**config.mk**
```make
export PLATFORM = sky130hd
export DESIGN_NAME = imm_gen_stage_flat
export DESIGN_NICKNAME = d
export VERILOG_FILES = /design/src/rtl/imm_gen_stage_pkg.sv /design/src/rtl/imm_gen_stage_if.sv /design/src/rtl/imm_gen_stage_decode.sv /design/src/rtl/imm_gen_stage.sv /design/src/flat_wrapper.sv
export SDC_FILE = /design/constraint.sdc
export NUM_CORES = 1
export LEC_CHECK = 0
export CAP_MARGIN = 5
export CORE_MARGIN = 4
export CORE_UTILIZATION = 40
export CTS_CLUSTER_SIZE = 20
export DETAILED_ROUTE_END_ITERATION = 8
export PLACE_DENSITY = 0.73
export SLEW_MARGIN = 20
export SYNTH_ARGS = -nofsm -noshare
export SYNTH_HDL_FRONTEND = slang
export SYNTH_SLANG_ARGS = --single-unit
```
**constraint.sdc**
```tcl
create_clock -name clk -period 2.2 [get_ports clk]
set_input_delay 0.44 -clock clk [delete_from_list [all_inputs] [get_ports clk]]
set_output_delay 0.44 -clock clk [all_outputs]
set_load 0.05 [all_outputs]
```
**src/rtl/imm_gen_stage_pkg.sv**
```systemverilog
// Shared opcode, funct3 and format-code definitions for the immediate-generation stage.
// Latency: n/a (declarations only).
// Backpressure: n/a.
package imm_pkg;

   localparam logic [6:0] OP_LOAD   = 7'b0000011;
   localparam logic [6:0] OP_OPIMM  = 7'b0010011;
   localparam logic [6:0] OP_AUIPC  = 7'b0010111;
   localparam logic [6:0] OPIMM32   = 7'b0011011;
   localparam logic [6:0] OP_STORE  = 7'b0100011;
   localparam logic [6:0] OP_LUI    = 7'b0110111;
   localparam logic [6:0] OP_BRANCH = 7'b1100011;
   localparam logic [6:0] OP_JALR   = 7'b1100111;
   localparam logic [6:0] OP_JAL    = 7'b1101111;
   localparam logic [6:0] SYSTEM    = 7'b1110011;

   // funct3 values that turn OP-IMM / OP-IMM-32 into shifts (imm is a shamt)
   localparam logic [2:0] F3_SLL = 3'b001;
   localparam logic [2:0] F3_SRX = 3'b101;

   typedef enum logic [2:0] {
      FMT_NONE = 3'd0,
      FMT_I    = 3'd1,
      FMT_S    = 3'd2,
      FMT_B    = 3'd3,
      FMT_U    = 3'd4,
      FMT_J    = 3'd5,
      FMT_Z    = 3'd6
   } fmt_t;

   // 12-bit field sign-extended to 32 bits
   function automatic logic [31:0] sext12(input logic [11:0] v);
      return {{20{v[11]}}, v};
   endfunction

endpackage

```
**src/rtl/imm_gen_stage_if.sv**
```systemverilog
// Instruction-in / immediate-out handshake bundle for imm_gen_stage.
// Latency: n/a (wires only).
// Backpressure: valid/ready on both the input and the output side.
interface imm_gen_stage_if #(
   parameter int XLEN  = 32,
   parameter int TAG_W = 32
);
   logic             in_valid;
   logic             in_ready;
   logic [31:0]      in_instr;
   logic [TAG_W-1:0] in_tag;
   logic             out_valid;
   logic             out_ready;
   logic [XLEN-1:0]  out_imm;
   logic [2:0]       out_fmt;
   logic             out_illegal;
   logic [TAG_W-1:0] out_tag;

   // environment side: produces instructions, consumes results
   modport master (
      output in_valid, in_instr, in_tag, out_ready,
      input  in_ready, out_valid, out_imm, out_fmt, out_illegal, out_tag
   );

   // stage side
   modport slave (
      input  in_valid, in_instr, in_tag, out_ready,
      output in_ready, out_valid, out_imm, out_fmt, out_illegal, out_tag
   );
endinterface

```
**src/rtl/imm_gen_stage_decode.sv**
```systemverilog
// Combinational RISC-V immediate decoder; SYSTEM/CSR-immediate support when IMM_ZICSR_EN is defined.
// Latency: 0 cycles (pure combinational).
// Backpressure: none; output follows instr.
module imm_decode
   import imm_pkg::*;
#(
   parameter int XLEN = 32
) (
   input  logic [31:0]     instr,
   output logic [XLEN-1:0] imm,
   output fmt_t            fmt,
   output logic            illegal
);

   logic [6:0]  opcode;
   logic [2:0]  funct3;
   logic        is_shift;
   logic [31:0] imm32;

   assign opcode   = instr[6:0];
   assign funct3   = instr[14:12];
   assign is_shift = (funct3 == F3_SLL) || (funct3 == F3_SRX);

   // Build the immediate as a 32-bit value; every format is either sign-extended
   // from bit 31 or a small non-negative field, so one final sign-extension to XLEN covers all.
   always_comb begin
      imm32   = '0;
      fmt     = FMT_NONE;
      illegal = 1'b0;
      case (opcode)
         OP_LOAD, OP_JALR: begin
            fmt   = FMT_I;
            imm32 = sext12(instr[31:20]);
         end
         OP_OPIMM: begin
            fmt = FMT_I;
            if (is_shift) begin
               imm32 = (XLEN == 64) ? {26'b0, instr[25:20]} : {27'b0, instr[24:20]};
            end else begin
               imm32 = sext12(instr[31:20]);
            end
         end
         OPIMM32: begin
            if (XLEN == 64) begin
               fmt   = FMT_I;
               imm32 = is_shift ? {27'b0, instr[24:20]} : sext12(instr[31:20]);
            end else begin
               illegal = 1'b1;
            end
         end
         OP_STORE: begin
            fmt   = FMT_S;
            imm32 = sext12({instr[31:25], instr[11:7]});
         end
         OP_BRANCH: begin
            fmt   = FMT_B;
            imm32 = {{19{instr[31]}}, instr[31], instr[7], instr[30:25], instr[11:8], 1'b0};
         end
         OP_JAL: begin
            fmt   = FMT_J;
            imm32 = {{11{instr[31]}}, instr[31], instr[19:12], instr[20], instr[30:21], 1'b0};
         end
         OP_LUI, OP_AUIPC: begin
            fmt   = FMT_U;
            imm32 = {instr[31:12], 12'b0};
         end
         SYSTEM: begin
`ifdef IMM_ZICSR_EN
            if (funct3[2]) begin
               fmt   = FMT_Z;
               imm32 = {27'b0, instr[19:15]};
            end
`endif
         end
         default: begin
            illegal = 1'b1;
         end
      endcase
   end

   assign imm = XLEN'(signed'(imm32));

endmodule

```
**src/rtl/imm_gen_stage.sv**
```systemverilog
// Registered immediate-generation stage: imm_decode behind an output register plus one-entry skid (optional IMM_ZICSR_EN).
// Latency: 1 cycle from input transfer to out_valid when the output register is free.
// Backpressure: full rate under out_ready; in_ready (registered) drops only while the skid entry holds data.
module imm_gen_stage
   import imm_pkg::*;
#(
   parameter int XLEN  = 32,
   parameter int TAG_W = 32
) (
   input logic            clk,
   input logic            rst,
   imm_gen_stage_if.slave bus
);

   typedef struct packed {
      logic [XLEN-1:0]  imm;
      fmt_t             fmt;
      logic             illegal;
      logic [TAG_W-1:0] tag;
   } res_t;

   logic [XLEN-1:0] dec_imm;
   fmt_t            dec_fmt;
   logic            dec_illegal;
   res_t            new_dat;

   logic or_vld_q, or_vld_d;
   logic sk_vld_q, sk_vld_d;
   logic in_rdy_q, in_rdy_d;
   res_t or_dat_q, or_dat_d;
   res_t sk_dat_q, sk_dat_d;

   logic acc;
   logic drain;

   imm_decode #(.XLEN(XLEN)) u_dec (
      .instr   (bus.in_instr),
      .imm     (dec_imm),
      .fmt     (dec_fmt),
      .illegal (dec_illegal)
   );

   // Pack the freshly decoded result together with its tag
   always_comb begin
      new_dat         = '0;
      new_dat.imm     = dec_imm;
      new_dat.fmt     = dec_fmt;
      new_dat.illegal = dec_illegal;
      new_dat.tag     = bus.in_tag;
   end

   assign acc   = bus.in_valid && in_rdy_q;
   assign drain = or_vld_q && bus.out_ready;

   // Output register / skid steering; skid always refills the output register first
   always_comb begin
      or_vld_d = or_vld_q;
      or_dat_d = or_dat_q;
      sk_vld_d = sk_vld_q;
      sk_dat_d = sk_dat_q;
      if (sk_vld_q) begin
         // in_ready is low here, so no accept can collide with the refill
         if (drain) begin
            or_dat_d = sk_dat_q;
            sk_vld_d = 1'b0;
         end
      end else if (acc) begin
         if (!or_vld_q || drain) begin
            or_vld_d = 1'b1;
            or_dat_d = new_dat;
         end else begin
            sk_vld_d = 1'b1;
            sk_dat_d = new_dat;
         end
      end else if (drain) begin
         or_vld_d = 1'b0;
      end
      in_rdy_d = !sk_vld_d;
   end

   // State registers with synchronous reset; reset clears data so outputs read zero
   always_ff @(posedge clk) begin
      if (rst) begin
         or_vld_q <= 1'b0;
         sk_vld_q <= 1'b0;
         in_rdy_q <= 1'b1;
         or_dat_q <= '0;
         sk_dat_q <= '0;
      end else begin
         or_vld_q <= or_vld_d;
         sk_vld_q <= sk_vld_d;
         in_rdy_q <= in_rdy_d;
         or_dat_q <= or_dat_d;
         sk_dat_q <= sk_dat_d;
      end
   end

   assign bus.in_ready    = in_rdy_q;
   assign bus.out_valid   = or_vld_q;
   assign bus.out_imm     = or_dat_q.imm;
   assign bus.out_fmt     = or_dat_q.fmt;
   assign bus.out_illegal = or_dat_q.illegal;
   assign bus.out_tag     = or_dat_q.tag;

endmodule

```
**src/flat_wrapper.sv**
```systemverilog
// flat-port wrapper written by rule: the top's interface ports become plain ports
module imm_gen_stage_flat import imm_pkg::*;
#(
   parameter int XLEN  = 32,
   parameter int TAG_W = 32
)
  (clk, rst, bus_in_valid, bus_in_instr, bus_in_tag, bus_out_ready, bus_in_ready, bus_out_valid, bus_out_imm, bus_out_fmt, bus_out_illegal, bus_out_tag);
  imm_gen_stage_if #(.XLEN(XLEN), .TAG_W(TAG_W)) bus_i ();
  input logic clk;
  input logic rst;
  input wire logic [$bits(bus_i.in_valid)-1:0] bus_in_valid;
  input wire logic [$bits(bus_i.in_instr)-1:0] bus_in_instr;
  input wire logic [$bits(bus_i.in_tag)-1:0] bus_in_tag;
  input wire logic [$bits(bus_i.out_ready)-1:0] bus_out_ready;
  output wire logic [$bits(bus_i.in_ready)-1:0] bus_in_ready;
  output wire logic [$bits(bus_i.out_valid)-1:0] bus_out_valid;
  output wire logic [$bits(bus_i.out_imm)-1:0] bus_out_imm;
  output wire logic [$bits(bus_i.out_fmt)-1:0] bus_out_fmt;
  output wire logic [$bits(bus_i.out_illegal)-1:0] bus_out_illegal;
  output wire logic [$bits(bus_i.out_tag)-1:0] bus_out_tag;
  assign bus_i.in_valid = bus_in_valid;
  assign bus_i.in_instr = bus_in_instr;
  assign bus_i.in_tag = bus_in_tag;
  assign bus_i.out_ready = bus_out_ready;
  assign bus_in_ready = bus_i.in_ready;
  assign bus_out_valid = bus_i.out_valid;
  assign bus_out_imm = bus_i.out_imm;
  assign bus_out_fmt = bus_i.out_fmt;
  assign bus_out_illegal = bus_i.out_illegal;
  assign bus_out_tag = bus_i.out_tag;
  imm_gen_stage #(.XLEN(XLEN), .TAG_W(TAG_W)) u_core (.clk(clk), .rst(rst), .bus(bus_i));
endmodule
```
# Word level (Yosys, flattened, before mapping)

Cells that the tools add are included.

Bits of input ports: 68
Word-level logic and storage cells: 57
Flip-flop bits (word level): 139
Output and inout port bits: 70

Muxes and demuxes: 15
Reduce and logical (&&, ||, !) cells: 16
Bitwise operators: 2
Equal/unequal tests: 13

Operators with widths:

| cell                 | number |
|---|---|
| $mux W68             | 4 |
| $pmux W32 S6         | 1 |
| $mux W32             | 1 |
| $eq A7 B7 Y1 const B | 4 |
| $pmux W3 S5          | 1 |
| $eq A7 B5 Y1 const B | 2 |
| $eq A7 B6 Y1 const B | 2 |
| $reduce_and A3 Y1    | 3 |
| $reduce_or A9 Y1     | 1 |
| $mux W1              | 8 |
| $eq A7 B2 Y1 const B | 1 |
| $reduce_bool A2 Y1   | 3 |
| $ne A2 B2 Y1 const B | 2 |
| $reduce_or A2 Y1     | 2 |
| $eq A3 B1 Y1 const B | 1 |
| $eq A3 B3 Y1 const B | 1 |
| $reduce_or A3 Y1     | 1 |
| $logic_and A1 B1 Y1  | 2 |
| $logic_not A1 Y1     | 2 |
| $logic_or A1 B1 Y1   | 2 |
| $not A1 Y1           | 2 |

# Logic depth before layout (Yosys ltp)

Depth in word-level cells: 7
Gate-level depth with buffers: 7

# Modules after synthesis

A second synthesis with hierarchy kept.

Cells, all modules: 795
Area, all modules: 7278.2 µm²

Modules (own cells, without submodules):

| module        | times used | area each (µm²) | seq. area each (µm²) | cells each |
|---|---|---|---|---|
| imm_gen_stage | 1          | 6751.5          | 2782.7               | 722 |
| imm_decode    | 1          | 526.8           | 0.0                  | 73 |

# Worst setup path after synthesis

Ideal clock, no wire load.

Path kind: register -> register
From: register u_core.in_rdy_q, in the netlist u_core.bus.in_ready
To: register u_core.or_dat_q (netlist bit u_core.bus.out_tag[10])
Arrival: 1.811 ns
Path buffers: 2
Cell stages (with the launch flop): 6
Clock period less this slack: 1.949 ns
Required time: 2.063 ns
Path slack: 0.251 ns
Library setup time: 0.137 ns
Path through: dfxtp_1 > nand3b_1 > a21oi_2 > clkbuf_1 > clkbuf_1 > a211oi_1

Longest elaborated chain between the ends: 3

RTL lines:

| item                         | line                | RTL |
|---|---|---|
| start: declaration           | imm_gen_stage.sv:29 | `logic in_rdy_q, in_rdy_d;` |
| start signal: assignment     | imm_gen_stage.sv:92 | `in_rdy_q <= in_rdy_d;` |
| $logic_and A1 B1 Y1          | imm_gen_stage.sv:52 | `assign acc = bus.in_valid && in_rdy_q;` |
| $reduce_bool A2 Y1 (no line) | n/a                 |  |
| $reduce_and A3 Y1 (no line)  | n/a                 |  |
| end signal: assignment       | imm_gen_stage.sv:93 | `or_dat_q <= or_dat_d;` |
| end: declaration             | imm_gen_stage.sv:30 | `res_t or_dat_q, or_dat_d;` |

No other way between the ends.
A chain may end at the register's enable or synchronous reset.

# Worst setup path after layout

From: register u_core.or_dat_q (netlist bit u_core.bus.out_fmt[0])
To: output port bus_out_fmt[0]

RTL lines:

| item             | line               | RTL |
|---|---|---|
| end: declaration | flat_wrapper.sv:18 | `output wire logic [$bits(bus_i.out_fmt)-1:0] bus_out_fmt;` |

No word-level cell between the ends.

==> summary.txt <==
Floorplan
  • Initial Utilization: roughly two fifths
  • Top Ports: around 140
  • Die area: about 0.017 sq mm
  • Die Wd: 132 microns
  • Num rows: 44
  • Core area: 0.0148 sq mm
  • Die Y-Extent: 132 microns

Critical path
  • Crit Path Class: reg2out
  • WP buf/inv: 1
  • Crit path max fanout: 2
  • Critical Path, Cell by Cell: clkdlybuf4s50_1
  • Reg2reg end: u_core.bus.out_imm[26]
  • Worst setup path startpoint: u_core.bus.out_fmt[0]
  • R2r setup slk: about 0.42 ns
  • R2R depth: 6
  • Slowest cell delay on critical path: between 0.8 and 0.9 ns
  • Critical path arrival: 1.64 ns
  • CP Launch Type: register
  • Top Family by Delay on Critical Path: buffers and inverters
  • CP max stage cell: clkdlybuf4s50_1
  • Critical path capture point type: primary output
  • WP data required: 1.76 ns
  • Reg2Reg Launch Point: u_core.bus.out_valid

Clocking
  • Max clock buf depth: 2
  • CTS Hold Bufs: 0
  • Post-CTS setup buffers: 0
  • CTS root buffer: clkbuf_16
  • Clock H-tree levels: 4
  • CTS tree: built
  • Reg clk slew, reported paths: about 0.06 ns
  • Clk_lat worst skew: 0.41 ns
  • Post-CTS Resized: 0
  • # clock sinks: between 100 and 150
  • Cts bufs inserted: 17

Place
  • Post-place instance area: between 0.007 and 0.008 sq mm
  • Cell total after placement: slightly below 1000
  • I/O Buffers: approximately 140
  • DPL Wire Length: roughly 12 mm
  • Dpl ws: -0.282 ns
  • GPL Wtd Cong: about 0.85

Routing
  • WL final: about 17 mm
  • Drt wl/cell: roughly 17 microns
  • DR DRC count: 0
  • Via density: 5.66
  • 1st-pass router iterations: 7
  • Via count: 5769
  • Number of DRC markers in iteration 0: roughly 380
  • Post-route ant nets: 0

Timing
  • Slew @ Worst Pin: just under 1 ns
  • Final Hold Vio Count: 0
  • RSZ-0062 raised after global routing: no
  • Clock skew: 0.00382 ns
  • Slew margin rel.: a little over a third
  • Final slew viol count: 0
  • Final period util: 94.5%
  • Final TNS setup: 0 ns
  • Fmax: ~480 MHz
  • Final worst setup slack: 0.121 ns
  • Final Setup Violations: 0
  • Hold WS: between 0.4 and 0.5 ns
  • Post-layout min period: 2.08 ns

Global route
  • All-layer global routing usage: between 10% and 20%
  • Largest net degree at the start of global routing: 94
  • GRT overflow: 0
  • Initial antenna violation count: 0
  • Vias in the first global route: about 5600
  • First-pass GRT wire length: 28.3 mm

Logic synthesis
  • Xor/xnor share of the synthesized area: 0%
  • Synth Instances: roughly 690
  • Leading post-synthesis cells by cell area: dfxtp_1, a211oi_1, mux2i_1, nand2_1, a21oi_1
  • Top FF cell, synth: dfxtp_1
  • Main combinational cell family by area after synthesis: compound AO/OA/AOI/OAI gates
  • Synth unique cells: 49
  • Post-synth EDFFs: 0
  • Synthesized area per cell: ~8.9 sq um
  • Top-area cell type share of the netlist area: between 40% and 50%
  • Seq/Total Area, Yosys: a little under half
  • Cell Area, Synth: 0.00612 sq mm
  • Syn Nets: around 760
  • Complex-gate fraction of the synthesized area: around a quarter
  • Area leader, netlist: dfxtp_1
  • Post-Synth Simple-Gate Area: 18.6%
  • Mux cell area share after synthesis: around 5.6%
  • Post-synthesis adder-cell area fraction: 0%
  • Synth warn: 0
  • Number of synthesized register bits: ~140
  • Post-synth ARST share: 0%

Run
  • Max cap viols: 0

Cells and area
  • Area Overhead vs Synth: 39.1%
  • Finished Cell Area: roughly 0.0085 sq mm
  • Share of cells above drive strength 1: about 11%
  • Most common cell after layout, fill and taps aside: dfxtp_1
  • Post-Layout Cell Count: between 1000 and 1500
  • Nets: 891
  • Final Util: a little under 60%
  • ANT cells: 0
  • Most frequent cells in the layout: dfxtp_1, clkdlybuf4s50_1, nand2_1

Power and ir drop
  • Tot Pwr: between 7 and 8 mW
  • Leakage Power: roughly 2.9 nW
  • Psw: approximately 1.9 mW
  • Pwr dens: between 800 and 900 mW/mm^2
  • Clock share of power: between 40% and 50%
  • Seq pwr share: approximately two fifths
  • Comb power frac: between 10% and 20%
  • P_int: between 5 and 6 mW
  • Switching part of the total: between 20% and 30%
  • Worst IR drop on VDD: approximately 0.59 mV

Min path
  • Worst Hold Endpoint: u_core.sk_dat_q[35]
  • Worst Hold Class: reg2reg
  • Hold Path Cell Cnt: 2
  • Worst Hold Launch: u_core.sk_dat_q[35]

Run status
  • Outcome: finished, final reports clean
-- synth_stat cells, drive strengths merged (18+ instances only) --
cell type and number:
a221oi 18, buf 23, nand4b 22, nand2 86
a311oi 27, a21oi 62, clkbuf 46, mux2i 34
nor2 74, dfxtp 139, a211oi 49, o21ai 23
-- state kept, by name (all words and copies together), names as in the netlist --
signal	flops
u_core.sk_dat_q	68
u_core.bus.out_imm	32
u_core.bus.out_tag	32
u_core.bus.out_fmt	3
u_core.bus.in_ready	1
u_core.bus.out_illegal	1
u_core.bus.out_valid	1
u_core.sk_vld_q	1
-- logic make-up (layout without fill, tap and decap cells) --
| family | count (synthesis) | count (layout) |
|---|---|---|
| simple gates | 234 | 234 |
| compound gates | 211 | 211 |
| flops | 139 | 139 |
| buf+inv | 73 | 218 |
| mux | 34 | 34 |
-- layout make-up --
cell class / instances / area, sq um
clock buffers: 21 / 470
clock inverters: 11 / 166
flip-flops and latches: 139 / 2790
well taps: 184 / 230
inverters: 4 / 15.0
multi-input cells: 479 / 3020
fillers: 1254 / 6240
repair buffers: 182 / 1820
-- routing by layer --
layer | global-route usage [%] | wire length (microns)
met1 | 25.6 | 7860
met2 | 31.1 | 8110
met5 | 0 | 0
met4 | 8.34 | 417
met3 | 4.40 | 979
-- power by group through the flow --
stage	sequential (mW)	combinational (mW)	clock, mW
final	2.73	1.31	3.04
after detailed placement	2.79	1.31	0
after CTS	2.73	1.31	3.08
after global routing	2.75	1.39	3.19
after global placement	2.78	1.28	0
after floorplan	3.12	0.435	0
-- worst max path at each step --
| stage | end | slack, ns | cells past startpoint |
|---|---|---|---|
| 4_1_cts | bus_out_fmt[0] | 0.12 | 1 |
| 3_3_place_gp | u_core.bus.out_imm[30] | -0.17 | 6 |
| 3_5_place_dp | u_core.bus.out_imm[23] | -0.28 | 6 |
| 5_1_grt | u_core.bus.out_imm[23] | 0.007 | 6 |
| 6_report | bus_out_fmt[0] | 0.12 | 1 |
| 2_1_floorplan | u_core.bus.out_tag[10] | 0.25 | 5 |
(Power assumes the default switching activity.)
